**config.mk**
```make
export PLATFORM = sky130hd
export DESIGN_NAME = top_alarm
export DESIGN_NICKNAME = d
export VERILOG_FILES = /design/src/rtl/top_alarm.sv
export SDC_FILE = /design/constraint.sdc
export NUM_CORES = 1
export LEC_CHECK = 0
export CAP_MARGIN = 20
export CORE_UTILIZATION = 35
export CTS_CLUSTER_DIAMETER = 40
export DETAILED_ROUTE_END_ITERATION = 7
export DONT_BUFFER_PORTS = 1
export PLACE_DENSITY = 0.49
export SETUP_SLACK_MARGIN = 0.2
export SLEW_MARGIN = 25
export SYNTH_ARGS = -nofsm -noshare
export SYNTH_HDL_FRONTEND = slang
export SYNTH_SLANG_ARGS = --single-unit
```
**constraint.sdc**
```tcl
create_clock -name clk -period 2.8 [get_ports clk]
set_clock_uncertainty 0.2 [all_clocks]
set_input_delay 0.56 -clock clk [delete_from_list [all_inputs] [get_ports clk]]
set_output_delay 0.56 -clock clk [all_outputs]
set_load 0.02 [all_outputs]
```
**src/rtl/top_alarm.sv**
```systemverilog
// Intrusion alarm: a prescaled tick drives a five-state FSM that fires after
// DTF consecutive ws ticks, latches until restart, then holds off for RTR ticks.
module top_alarm #(
    parameter int unsigned TICK_DIV = 1
) (
    input  logic       clk,
    input  logic       rst,
    input  logic       restart,
    input  logic       ws,
    input  logic       CLR_WC,
    input  logic       RUN,
    input  logic [4:0] DTF,
    input  logic [5:0] RTR,
    output logic       active
);

    typedef enum logic [2:0] {
        S_DISARMED,
        S_WATCH,
        S_COUNT,
        S_ALARM,
        S_HOLDOFF
    } state_t;

    state_t      r_state;
    logic [15:0] r_pre;
    logic [4:0]  r_wc;
    logic [4:0]  r_target;
    logic [5:0]  r_hold;
    logic        r_active;

    logic        w_tick;
    logic [4:0]  w_dtf_eff;
    logic [4:0]  w_wc_nxt;

    assign w_tick    = (r_pre == 16'(TICK_DIV - 1));
    assign w_dtf_eff = (DTF == 5'd0) ? 5'd1 : DTF;
    assign w_wc_nxt  = r_wc + 5'd1;
    assign active    = r_active;

    always_ff @(posedge clk or negedge rst) begin
        if (!rst) begin
            r_pre <= '0;
        end else if (w_tick) begin
            r_pre <= '0;
        end else begin
            r_pre <= r_pre + 16'd1;
        end
    end

    // The first qualifying tick counts as tick 1, so a target of 1 skips COUNT.
    always_ff @(posedge clk or negedge rst) begin
        if (!rst) begin
            r_state  <= S_DISARMED;
            r_wc     <= '0;
            r_hold   <= '0;
            r_target <= 5'd1;
            r_active <= 1'b0;
        end else begin
            case (r_state)
                S_DISARMED: begin
                    r_wc     <= '0;
                    r_hold   <= '0;
                    r_active <= 1'b0;
                    if (RUN) r_state <= S_WATCH;
                end
                S_WATCH: begin
                    r_wc <= '0;
                    if (!RUN) begin
                        r_state <= S_DISARMED;
                    end else if (w_tick && ws) begin
                        r_target <= w_dtf_eff;
                        r_wc     <= 5'd1;
                        if (w_dtf_eff == 5'd1) begin
                            r_state  <= S_ALARM;
                            r_active <= 1'b1;
                        end else begin
                            r_state <= S_COUNT;
                        end
                    end
                end
                S_COUNT: begin
                    if (!RUN) begin
                        r_state <= S_DISARMED;
                        r_wc    <= '0;
                    end else if (CLR_WC) begin
                        r_state <= S_WATCH;
                        r_wc    <= '0;
                    end else if (w_tick) begin
                        if (!ws) begin
                            r_state <= S_WATCH;
                            r_wc    <= '0;
                        end else begin
                            r_wc <= w_wc_nxt;
                            if (w_wc_nxt == r_target) begin
                                r_state  <= S_ALARM;
                                r_active <= 1'b1;
                            end
                        end
                    end
                end
                S_ALARM: begin
                    if (restart) begin
                        r_state  <= S_HOLDOFF;
                        r_hold   <= RTR;
                        r_wc     <= '0;
                        r_active <= 1'b0;
                    end
                end
                S_HOLDOFF: begin
                    if (r_hold == 6'd0) begin
                        r_state <= RUN ? S_WATCH : S_DISARMED;
                    end else if (w_tick) begin
                        r_hold <= r_hold - 6'd1;
                    end
                end
                default: begin
                    r_state  <= S_DISARMED;
                    r_wc     <= '0;
                    r_hold   <= '0;
                    r_active <= 1'b0;
                end
            endcase
        end
    end

endmodule

```
; Yosys cells after proc, flatten, opt, wreduce, memory -nomap -nowiden
; Cells that the tools add are included.
[op_classes]
n_addsub = 3
eq_ne = 22
muxes = 37
bitwise = 2
n_reduce_logical = 11
[ops]
columns = op, n
row1 = $mux W3, 10
row2 = $mux W5, 6
row3 = $ne A2 B2 Y1 const B, 13
row4 = $pmux W5 S4, 1
row5 = $mux W6, 3
row6 = $pmux W6 S3, 1
row7 = $add A16 B1 Y16 const B, 1
row8 = $logic_not A16 Y1, 1
row9 = $mux W16, 1
row10 = $pmux W3 S5, 1
row11 = $mux W1, 13
row12 = $reduce_and A10 Y1, 1
row13 = $eq A3 B2 Y1 const B, 2
row14 = $logic_not A6 Y1, 1
row15 = $reduce_and A3 Y1, 2
row16 = $reduce_and A6 Y1, 1
row17 = $sub A6 B1 Y6 const B, 1
row18 = $add A5 B1 Y5 const B, 1
row19 = $eq A5 B1 Y1 const B, 1
row20 = $eq A5 B5 Y1, 1
row21 = $logic_not A5 Y1, 1
row22 = $ne A5 B5 Y1 const B, 1
row23 = $ne A4 B4 Y1 const B, 1
row24 = $pmux W1 S4, 1
row25 = other kinds (8), 9
[word_totals]
register_bits = 36
input_bits = 17
out_inout_bits = 1

; Logic depth before layout (Yosys ltp)
[depth]
depth_word = 8
depth_mapped = 8
mapped_depth_nobuf = 7

; Least setup slack after synthesis
; OpenSTA, ideal clock, no wires.
[synth_timing]
path_kind = flip-flop to flip-flop
start = reg r_pre[0]
end = reg r_wc[4]
setup_time_ps = 83
arrival_ps = 1693
path_slack_ps = 824
stages_incl_launch_ff = 8
period_less_slack_ps = 1976
cell_sequence = dfrtp_1 inv_1 ha_1 nor4b_4 and4_4 o211ai_4 or4_4 o211ai_2
[synth_via]
elab_chain_len = 3
[synth_rtl]
columns = element, line
row1 = from (decl), 26  ; logic [15:0] r_pre;
row2 = from (signal assigned), 47  ; r_pre <= r_pre + 16'd1;
row3 = $logic_not A16 Y1, 36  ; assign w_tick = (r_pre == 16'(TICK_DIV - 1));
row4 = $ne A4 B4 Y1 (no source line), --
row5 = $reduce_and A3 Y1 (no source line), --
row6 = to (signal assigned), 94  ; r_wc <= w_wc_nxt;
row7 = to (decl), 27  ; logic [4:0] r_wc;
; Every way passes these cells.
; A chain may end at the register's enable or synchronous reset.

; Final worst setup path
[layout_timing]
start = reg r_pre[0]
end = reg r_target[3]
[layout_via]
elab_chain_len = 3
[layout_rtl]
columns = element, line
row1 = $logic_not A16 Y1, 36
row2 = $logic_and A1 B1 Y1, 71  ; end else if (w_tick && ws) begin
row3 = $reduce_and A3 Y1 (no source line), --
row4 = to (signal assigned), 72  ; r_target <= w_dtf_eff;
row5 = to (decl), 28  ; logic [4:0] r_target;
; Every way passes these cells.

==> metrics.txt <==
die width=80.14 um; global-route wire length before repair=7486 um; area of the multi-input gates=1150 sq um; clock-pin slew on the worst setup and hold paths=approximately 0.07 ns; Slew @ Worst Pin=0.4272 ns; setup slack at placement=0.6026 ns; worst path required time=between 2 and 3 ns; Final Routed Wirelength=around 4400 um; most common library cells after synthesis=35 x dfrtp_1, 20 x nor2_1, 13 x o21ai_0, 11 x a21oi_1, 11 x inv_1; H-tree lvl count=2; routability cong.=0.7340; area of the core=5921 sq um; f_max=455.3 MHz; vias=between 1,500 and 2,000; cts repair resizes=0; CTS Buf Count=5; largest net degree at the start of global routing=37; die height=80.14 um; Leakage=1.017 nW; Routed Antenna Nets=0; Area Growth Syn to Fin=9.485%; minimum clock period=~2.2 ns; Final Cycle Share=about 78%; RSZ-0062 raised after global routing=no; Initial Utilization=between 30 and 40%; Slew Viols, Final=0; TritonCTS clock tree=built; crit-path max FO=12; n_diodes=0; CTS max path bufs=2; DIE AREA=6422 sq um; # fillers=between 500 and 600; Ys Warns=0; relative slew slack=a little under three quarters; Sink Count=36; drt wl/cell=14.84 um; Remaining DRCs=0; router iterations before antenna repair=4; Reg area=902.1 sq um; PD cells=just over 800 nW/um^2; Cells after Synth=between 200 and 250; Arr. time, crit path=2.17 ns; worst-skew pair later-pin latency=0.29 ns; CP startpoint kind=register; Synth Flop Type=dfrtp_1; TNS Setup=0 ns; Final WS setup=0.6037 ns; DP HPWL=3164 um; hold crit path type=in2reg; Yosys reg bits=36; share of cells above drive strength 1=12.95%; final-report setup violation count=0; CP Class=reg2reg; number of hold-slack violations in the final timing report=0; top cells by area, synth=dfrtp_1 41%, xnor2_1 4.1%, xor2_1 4.1%; largest area contributor in the netlist=dfrtp_1; grt total ovfl=0; First DRT Iteration DRCs=120; status=completed; vias in the first global route=1,510; synthesized net count=240; Root Buffer Master=clkbuf_8; Yosys top cell area share=just over 40%; IO Pins=18; Avg Cell Area, Syn=9.758 sq um; Port Buffers=0; Core Rows=28; final net count=between 200 and 250; count of different cell masters after synthesis=48; Max VDD drop=0.0003299 V; synthesized cell area=2137 sq um; Worst setup EP type=register; GRT Overall Usage=15.22%; post-synthesis async set-or-reset flop share=100.0%; initial antenna violation count=0; EDFF count, synth=0; most common cell in the netlist=dfrtp_1; number of max-cap violations=0; post-DR vias/cell=5.378; share of the yosys chip area belonging to registers=42.21%
## through the flow
stage	power, W	instance area, sq um	util, %	instances	hold WS [ns]
floorplan	0.001287	2137	-	219	0.06441
global placement	0.001418	2202	37.19	289	0.06513
detailed placement	0.001424	2202	37.19	289	0.06511
CTS	0.001902	2340	39.52	299	0.2084
global route	0.002005	2340	39.52	299	0.2164
finish	0.001882	2340	39.52	299	0.2252
## cell families (layout without fill, tap and decap cells)
group / count (synthesis) / after routing / share of synthesized area, %
adder cells (fa/ha/maj): 4 / 4 / 2.342
flip-flops: 36 / 36 / 42.21
XOR/XNOR: 20 / 20 / 8.196
AND/OR/NAND/NOR: 86 / 86 / 24.24
multiplexers: 8 / 8 / 4.098
AO/OA/AOI/OAI: 47 / 47 / 14.93
buffers and inverters: 18 / 23 / 3.981
## critical path, stage by stage (launching register included)
cell     delay [ns]
dfrtp_1        0.42
inv_1          0.07
ha_1           0.14
nor4b_4        0.19
and4_4         0.36
nand4_1        0.33
mux2_2         0.38
## routing by layer
metal	GRT usage [%]	vias up	share of wire, %
met2	22.48	32	44
met4	4.821	0	0.99
met5	0	-	0
met1	21.42	764	50
li1	-	807	-
met3	4.091	5	5.4
## final timing paths
kind | from | end | slack [ns] | cells past startpoint
setup / recovery | r_pre[0] | r_target[3] | 0.60 | 6
hold / removal | DTF[2] | r_target[2] | 0.23 | 1
setup reg to reg | r_pre[0] | r_target[3] | 0.60 | 6
hold reg to reg | r_pre[15] | r_pre[15] | 0.27 | 1
max in group asynchronous | rst | r_target[0] | 1.62 | 2
min in group asynchronous | rst | r_hold[3] | 0.52 | 2
## sequential cells by signal, summed over array words and instances, names as in the netlist
signal and cells:
active 1, r_hold 6, r_target 5, r_pre 16
r_wc 5, r_state 3
## report_power, final
part	internal (W)	switching [W]	total, W	leakage (nW)
Sequential	0.000618	0.000144	0.000762	0.485
Clock	0.000264	0.000189	0.000453	0.0552
Combinational	0.000297	0.000369	0.000667	0.477
Total	0.00118	0.000702	0.00188	1.02
## final cells by class
| cell class | instances | area share [%] |
|---|---|---|
| tap | 75 | 4.011 |
| timing repair buffer | 4 | 1.925 |
| clock buffer | 6 | 3.102 |
| multi-input combinational | 165 | 49.14 |
| sequential | 36 | 38.56 |
| clock inverter | 2 | 1.497 |
| inverter | 11 | 1.765 |
## cell usage in the layout, fill, tap and decap left out, drive strengths merged, types with 2 or more instances in the layout
master	instances
ha	4
and4	2
mux2i	2
o21ai	13
nand2	8
o211ai	8
nor2b	5
o41ai	3
a22oi	2
nor3b	3
nand3	7
and3	2
nor3	10
nand2b	4
nand4	9
a211oi	3
xnor2	10
buf	3
and2	2
xor2	10
nor2	21
a21oi	11
inv	11
dfrtp	35
o31ai	3
nor4	4
clkbuf	6
a31oi	2
or4b	2
mux2	6
or4	2
## what timing repair did
item	4_1_cts	5_1_grt
endpoints found under the hold margin	36	0
buffers inserted	0	0
hold buffers	2	0
Note: power is estimated with default switching activity, not from simulation.
